[src/rtl/lcd_timing_ctrl.sv]
// Raster timing and power sequencing for an RGB LCD panel.
// Generates the counters, active flags, panel syncs/DE (aligned to the colour pipeline), and DISP/backlight control.
module lcd_timing_ctrl #(
  parameter int unsigned H_ACTIVE    = 480,
  parameter int unsigned H_FP        = 2,
  parameter int unsigned H_SYNC      = 41,
  parameter int unsigned H_BP        = 2,
  parameter int unsigned V_ACTIVE    = 272,
  parameter int unsigned V_FP        = 2,
  parameter int unsigned V_SYNC      = 10,
  parameter int unsigned V_BP        = 2,
  parameter int unsigned WARM_FRAMES = 4
) (
  input  logic       clk_lcd,
  input  logic       rst,
  input  logic       enable,
  output logic [9:0] hcount_reg,
  output logic [8:0] Vcount_reg,
  output logic       flagh,
  output logic       flagv,
  output logic       rgb_en,
  output logic       hsync_n,
  output logic       vsync_n,
  output logic       de,
  output logic       disp_on,
  output logic       bl_en,
  output logic       frame_start,
  output logic [7:0] frame_cnt
);

  localparam int unsigned H_TOTAL = H_ACTIVE + H_FP + H_SYNC + H_BP;
  localparam int unsigned V_TOTAL = V_ACTIVE + V_FP + V_SYNC + V_BP;

  localparam logic [9:0] H_LAST   = 10'(H_TOTAL - 1);
  localparam logic [9:0] H_ACT    = 10'(H_ACTIVE);
  localparam logic [9:0] HS_FIRST = 10'(H_ACTIVE + H_FP);
  localparam logic [9:0] HS_STOP  = 10'(H_ACTIVE + H_FP + H_SYNC);
  localparam logic [8:0] V_LAST   = 9'(V_TOTAL - 1);
  localparam logic [8:0] V_ACT    = 9'(V_ACTIVE);
  localparam logic [8:0] VS_FIRST = 9'(V_ACTIVE + V_FP);
  localparam logic [8:0] VS_STOP  = 9'(V_ACTIVE + V_FP + V_SYNC);
  localparam logic [3:0] WARM_LAST = 4'(WARM_FRAMES - 1);

  // Two register stages on the panel path to match the colour registers.
  localparam int PIPE_DEPTH = 2;

  typedef enum logic [1:0] {
    S_IDLE,
    S_WARMUP,
    S_RUN,
    S_STOPPING
  } state_t;

  state_t     state_q, state_d;
  logic [9:0] h_q, h_d;
  logic [8:0] v_q, v_d;
  logic [3:0] warm_q, warm_d;
  logic [7:0] fcnt_q, fcnt_d;
  logic       disp_on_q, disp_on_d;
  logic       bl_en_q, bl_en_d;

  logic       running;
  logic       h_wrap;
  logic       frame_wrap;
  logic       flagh_c;
  logic       flagv_c;
  logic       de_gate;
  logic       de_raw;
  logic       hs_raw_n;
  logic       vs_raw_n;
  logic       frame_start_c;

  // Per stage: {de, hsync_n, vsync_n}
  logic [2:0] pipe_q [PIPE_DEPTH];
  logic [2:0] pipe_d [PIPE_DEPTH];

  // Stage 0: decode straight off the raw counters.
  always_comb begin
    running       = (state_q != S_IDLE);
    h_wrap        = (h_q == H_LAST);
    frame_wrap    = h_wrap && (v_q == V_LAST);
    flagh_c       = running && (h_q < H_ACT);
    flagv_c       = running && (v_q < V_ACT);
    de_gate       = (state_q == S_RUN);
    de_raw        = flagh_c && flagv_c && de_gate;
    hs_raw_n      = !(running && (h_q >= HS_FIRST) && (h_q < HS_STOP));
    vs_raw_n      = !(running && (v_q >= VS_FIRST) && (v_q < VS_STOP));
    frame_start_c = running && (h_q == '0) && (v_q == '0);
  end

  always_comb begin
    state_d = state_q;
    warm_d  = warm_q;
    case (state_q)
      S_IDLE: begin
        warm_d = '0;
        if (enable) state_d = S_WARMUP;
      end
      S_WARMUP: begin
        if (!enable) begin
          state_d = S_STOPPING;
        end else if (frame_wrap) begin
          warm_d = 4'(warm_q + 4'd1);
          // Switching at the wrap makes RUN begin exactly at the next origin.
          if (warm_q == WARM_LAST) state_d = S_RUN;
        end
      end
      S_RUN: begin
        if (!enable) state_d = S_STOPPING;
      end
      S_STOPPING: begin
        if (frame_wrap) state_d = S_IDLE;
      end
      default: state_d = S_IDLE;
    endcase
  end

  always_comb begin
    h_d = '0;
    v_d = '0;
    if (running) begin
      h_d = h_wrap ? 10'd0 : 10'(h_q + 10'd1);
      v_d = v_q;
      if (h_wrap) v_d = (v_q == V_LAST) ? 9'd0 : 9'(v_q + 9'd1);
    end
    fcnt_d    = 8'(fcnt_q + {7'd0, frame_start_c});
    disp_on_d = (state_d != S_IDLE);
    bl_en_d   = (state_d == S_RUN);
  end

  always_ff @(posedge clk_lcd) begin
    if (rst) begin
      state_q   <= S_IDLE;
      h_q       <= '0;
      v_q       <= '0;
      warm_q    <= '0;
      fcnt_q    <= '0;
      disp_on_q <= 1'b0;
      bl_en_q   <= 1'b0;
    end else begin
      state_q   <= state_d;
      h_q       <= h_d;
      v_q       <= v_d;
      warm_q    <= warm_d;
      fcnt_q    <= fcnt_d;
      disp_on_q <= disp_on_d;
      bl_en_q   <= bl_en_d;
    end
  end

  generate
    for (genvar gi = 0; gi < PIPE_DEPTH; gi++) begin : g_pipe
      if (gi == 0) begin : g_first
        assign pipe_d[gi] = {de_raw, hs_raw_n, vs_raw_n};
      end else begin : g_next
        assign pipe_d[gi] = pipe_q[gi-1];
      end

      always_ff @(posedge clk_lcd) begin
        if (rst) begin
          pipe_q[gi] <= 3'b011;
        end else begin
          pipe_q[gi] <= pipe_d[gi];
        end
      end
    end
  endgenerate

  assign hcount_reg  = h_q;
  assign Vcount_reg  = v_q;
  assign flagh       = flagh_c;
  assign flagv       = flagv_c;
  assign frame_start = frame_start_c;
  assign frame_cnt   = fcnt_q;
  assign disp_on     = disp_on_q;
  assign bl_en       = bl_en_q;
  // The first stage's DE copy is the colour-register capture strobe.
  assign rgb_en      = pipe_q[0][2];
  assign de          = pipe_q[PIPE_DEPTH-1][2];
  assign hsync_n     = pipe_q[PIPE_DEPTH-1][1];
  assign vsync_n     = pipe_q[PIPE_DEPTH-1][0];

endmodule

[config.mk]
export PLATFORM = sky130hd
export DESIGN_NAME = lcd_timing_ctrl
export DESIGN_NICKNAME = d
export VERILOG_FILES = /design/src/rtl/lcd_timing_ctrl.sv
export SDC_FILE = /design/constraint.sdc
export NUM_CORES = 1
export LEC_CHECK = 0
export CAP_MARGIN = 20
export CORE_UTILIZATION = 50
export CTS_CLUSTER_SIZE = 24
export DETAILED_ROUTE_END_ITERATION = 8
export GPL_ROUTABILITY_DRIVEN = 0
export PLACE_DENSITY_LB_ADDON = 0.08
export SLEW_MARGIN = 10
export SYNTH_ARGS = -nofsm -noshare
export SYNTH_HDL_FRONTEND = slang
export SYNTH_SLANG_ARGS = --single-unit
[constraint.sdc]
create_clock -name clk_lcd -period 3.2 [get_ports clk_lcd]
set_clock_uncertainty 0.05 [all_clocks]
set_input_delay 0.48 -clock clk_lcd [delete_from_list [all_inputs] [get_ports clk_lcd]]
set_output_delay 0.48 -clock clk_lcd [all_outputs]
set_load 0.01 [all_outputs]
Word level (Yosys, flattened, before mapping)
Memories as Yosys holds them, arrays and structs flattened.
Cells that the tools add are included.
{ "word_totals": {"reg_bits": 35, "ram_bits": 6, "inputBits": 3, "output_inout_bits": 36, "wordCells": 68, "memories": 1} }
{ "memory_table": {"columns": ["memory", "depth", "word_bits", "read_ports", "rd_ports_with_merged_regs", "write_ports", "line", "source"], "rows": [
  ["pipe_q", 2, 3, 2, 0, 2, "74", "logic [2:0] pipe_q [PIPE_DEPTH];"]
]} }
{ "op_classes": {"n_addsub": 4, "n_lt_le_gt_ge": 6, "n_eq_ne": 9, "muxes": 16, "n_bitwise": 3, "reduce_logical": 22} }
{ "ops": {"columns": ["op", "n"], "rows": [
  ["< comparator 9 bit (second input constant)", 2],
  ["two-way mux 2 bit", 6],
  ["logical AND 1 bit", 11],
  ["adder 10 x 1 -> 10 bit (second input constant)", 1],
  ["== test 10 bit (second input constant)", 1],
  ["greater-or-equal comparator 10 x 9 -> 1 bit (second input constant)", 1],
  ["logical NOT 10 bit", 1],
  ["< comparator 10 bit (second input constant)", 1],
  ["< comparator 10 x 9 -> 1 bit (second input constant)", 1],
  ["adder 9 x 1 -> 9 bit (second input constant)", 1],
  ["== test 9 bit (second input constant)", 1],
  ["greater-or-equal comparator 9 bit (second input constant)", 1],
  ["logical NOT 9 bit", 1],
  ["two-way mux 9 bit", 1],
  ["adder 8 x 1 -> 8 bit", 1],
  ["two-way mux 4 bit", 2],
  ["one-hot mux 2 bit (4 select lines)", 1],
  ["one-hot mux 4 bit (2 select lines)", 1],
  ["== test 2 bit (second input constant)", 3],
  ["two-way mux 3 bit", 2],
  ["nonzero test 2 bit", 3],
  ["adder 4 x 1 -> 4 bit (second input constant)", 1],
  ["== test 4 x 2 -> 1 bit (second input constant)", 1],
  ["!= test 2 bit (second input constant)", 2],
  ["other kinds (9)", 13]
]} }

Longest topological paths before layout
{ "logic_depth": {"word_depth": 6, "mapped_depth": 10, "mapped_depth_nobuf": 9} }

Worst setup path before layout
No wires, ideal clock.
{ "synth_path": {"kind": "register to register", "startpoint": "reg h_q[5] (netlist: hcount_reg[5])", "endpoint": "reg fcnt_q[5] (netlist: frame_cnt[5])", "setup_ns": 0.128, "arrival_time_ns": 2.649, "required_ns": 3.022, "setup_slack_ns": 0.374, "path_stages_with_launch": 9, "path_buffers": 0, "synth_period_minus_slack_ns": 2.826, "path_cell_list": "dfxtp_1 -> or4_4 -> or4_2 -> nor4_1 -> ha_1 -> and3_1 -> nand3_1 -> xor2_1 -> nor2_1"} }
{ "synth_via": {"elab_chain_len": 4} }
{ "synth_lines": {"columns": ["element", "line", "source"], "rows": [
  ["from (decl)", "55", "logic [9:0] h_q, h_d;"],
  ["from (signal assigned)", "134", "h_q <= '0;"],
  ["from (signal assigned)", "142", "h_q <= h_d;"],
  ["logical NOT 10 bit", "88", "frame_start_c = running && (h_q == '0) && (v_q == '0);"],
  ["logical AND 1 bit (2 in series)", "88", null],
  ["named net frame_start", "27", "output logic frame_start,"],
  ["adder 8 x 1 -> 8 bit", "126", "fcnt_d = 8'(fcnt_q + {7'd0, frame_start_c});"],
  ["to (signal assigned)", "145", "fcnt_q <= fcnt_d;"],
  ["to (decl)", "58", "logic [7:0] fcnt_q, fcnt_d;"]
]} }
The timed path passes the listed nets, and every way through them passes these cells.
A chain may end at the register's enable or synchronous reset.

Final worst setup path
{ "layout_path": {"startpoint": "reg h_q[5] (netlist: hcount_reg[5])", "endpoint": "out frame_start"} }
{ "layout_via": {"elab_chain_len": 3} }
{ "layout_lines": {"columns": ["element", "line"], "rows": [
  ["logical NOT 10 bit", "88"],
  ["logical AND 1 bit (2 in series)", "88"],
  ["to (decl)", "27"]
]} }
No other way between the ends.

==> results.json <==
{
  "cp-start-kind": "register",
  "vias": 1594,
  "worst_pin_slew_ns": 0.649,
  "fillCellCount": 307,
  "grt_pass1_vias": 1482,
  "path_clk_slew_ns": 0.08,
  "ctsLongestPathBuffers": 2,
  "core-area_um2": 3470,
  "endpoint_kind": "output pin",
  "vias_per_cell": 5.24,
  "fp.dieArea_um2": 4040,
  "areaGrowthSynthToFinish_pct": 27.8,
  "reg2reg_depth": 8,
  "drc": 0,
  "setup_viol": 0,
  "netSwitchingFraction_pct": 22.2,
  "final_common_cell": "dfxtp_1",
  "utilization_pct": 69.8,
  "critPathKind": "register to output pin",
  "die_height_um": 63.5,
  "dr.first_iter.drc_count": 88,
  "ir_worst_vdd_mv": 0.365,
  "yosys_warnings": 0,
  "hpwlAfterDp_mm": 2.77,
  "drt_wl_total_mm": 3.86,
  "p_seq_share_pct": 52.1,
  "worst-path-max-fanout": 7,
  "async_reset_ff_share_pct": 0,
  "cap_violations": 0,
  "grt_first_pass_wirelength_mm": 6.64,
  "ys.flop_type": "dfxtp_1",
  "postRouteAntennaNets": 0,
  "syn-cell-area_um2": 1890,
  "drv_slew": 0,
  "p_per_area_nw_per_um2": 422,
  "p_switching_uw": 226,
  "diodes": 0,
  "worst_ep_arrival_time_ns": 2.24,
  "die_w_um": 63.5,
  "required_ns": 2.67,
  "syn-instance-count": 216,
  "final-hold-violation-count": 0,
  "root_buffer": "clkbuf_8",
  "final_cell_mix": "dfxtp_1 (41), clkdlybuf4s50_1 (37), nor2_1 (26)",
  "h-tree-depth": 2,
  "start_util_pct": 54.6,
  "p_comb_share_pct": 9.2,
  "cts_num_sinks": 41,
  "io-pin-count": 39,
  "min_period_ns": 2.77,
  "postSynthNetCount": 227,
  "synth-seq-area-share_pct": 43.4,
  "synth_seq_cells": 41,
  "track_usage_pct": 21.0,
  "wl_per_cell_um": 12.7,
  "hold_path_depth": 1,
  "antenna_found_initial": 0,
  "post-route-period-util_pct": 86.7,
  "finalNetCount": 269,
  "clockPowerShare_pct": 38.8,
  "avgSynthCellArea_um2": 8.76,
  "grt_max_degree": 21,
  "synth.distinct_cells": 37,
  "rows": 21,
  "numCtsBuffers": 5,
  "clkLatencyLatePin_ns": 0.29,
  "internal-power_uw": 795,
  "largest_register_ffs": 10,
  "outcome": "complete, no violations",
  "max_freq_mhz": 361,
  "setup-tns-final_ns": 0,
  "synth_edf_count": 0,
  "cts_tree": "yes",
  "rsz0062_at_grt": "no",
  "max_slew_margin_pct": 56.4,
  "first_pass_iters": 4,
  "leakage_nw": 0.890,
  "overflow": 0,
  "final_layout_size_suffix_gt1_share_pct": 7.75,
  "hold_class": "register to register",
  "cts_hold_buf": 0,
  "whs_ns": 0.361,
  "portBuffers": 38
}
==> through the flow <==
stage,setup WS [ns],total power [mW],instances,area (µm²)
final,0.427,1.02,304,2420
after global routing,0.369,1.06,304,2420
after CTS,0.0194,1.03,304,2420
after detailed placement,0.204,0.638,297,2310
after global placement,0.231,0.637,297,2310
after floorplan,0.374,0.592,216,1890
==> worst paths after layout <==
check                                    from           end  slack (ns)
worst max register to register  hcount_reg[5]  frame_cnt[7]        0.56
worst min-delay path             pipe_q[0][0]  pipe_q[1][0]        0.36
worst max-delay path            hcount_reg[5]   frame_start        0.43
worst min register to register   pipe_q[0][0]  pipe_q[1][0]        0.36
==> per-layer routing <==
metal	up-vias	global-route usage (%)	part of all wire, %
met4	0	9.09	1.6
met2	39	33.4	44
li1	838	-	-
met5	-	0	0
met3	6	5.43	4.8
met1	711	26.7	50
==> Yosys cell counts, types with 6 or more instances <==
library cell / count / area [µm²]
and3_1: 8 / 50.1
nand2_1: 14 / 52.6
nand3_1: 15 / 75.1
nor2_1: 26 / 97.6
or3_1: 7 / 43.8
inv_1: 9 / 33.8
xnor2_1: 8 / 70.1
o21ai_0: 7 / 35.0
ha_1: 8 / 100
nand4_1: 6 / 37.5
xor2_1: 10 / 87.6
a21oi_1: 12 / 60.1
dfxtp_1: 41 / 821
==> power by group through the flow <==
stage          registers (mW)  logic (mW)  clock network (mW)
3_3_place_gp            0.544      0.0933                   0
4_1_cts                 0.532      0.0963               0.402
3_5_place_dp            0.544      0.0946                   0
5_1_grt                 0.533       0.105               0.425
6_report                0.532      0.0938               0.396
2_1_floorplan           0.544      0.0479                   0
==> final cells by class <==
type	count	area [µm²]	area share, %
Timing Repair Buffer	42	413	17.1
Clock inverter	2	35.0	1.45
Inverter	9	33.8	1.40
Sequential cell	41	821	33.9
Multi-Input combinational cell	159	991	41.0
Clock buffer	5	68.8	2.84
Tap cell	46	57.6	2.38
==> cells by family (layout without fill, tap and decap cells) <==
family | after synthesis | after routing | share of synthesized area (%)
flops | 41 | 41 | 43.4
xor+xnor | 18 | 18 | 8.33
buf+inv | 16 | 58 | 4.63
mux | 1 | 1 | 0.595
simple gates | 101 | 101 | 28.0
compound gates | 31 | 31 | 9.85
fa+ha+maj | 8 | 8 | 5.29
==> worst max-delay path, cell delays in order, from the launching register on <==
cell and delay (ns):
dfxtp_1 0.38, or4_4 0.57, or4_2 0.58, nor4_2 0.22, dlymetal6s2s_1 0.20
==> repair_timing <==
| action | in CTS | in global routing |
|---|---|---|
| setup endpoints to repair | 1 | 1 |
| resized for setup | 1 | 1 |
| setup buffers | 0 | 0 |
(Power assumes the default switching activity.)
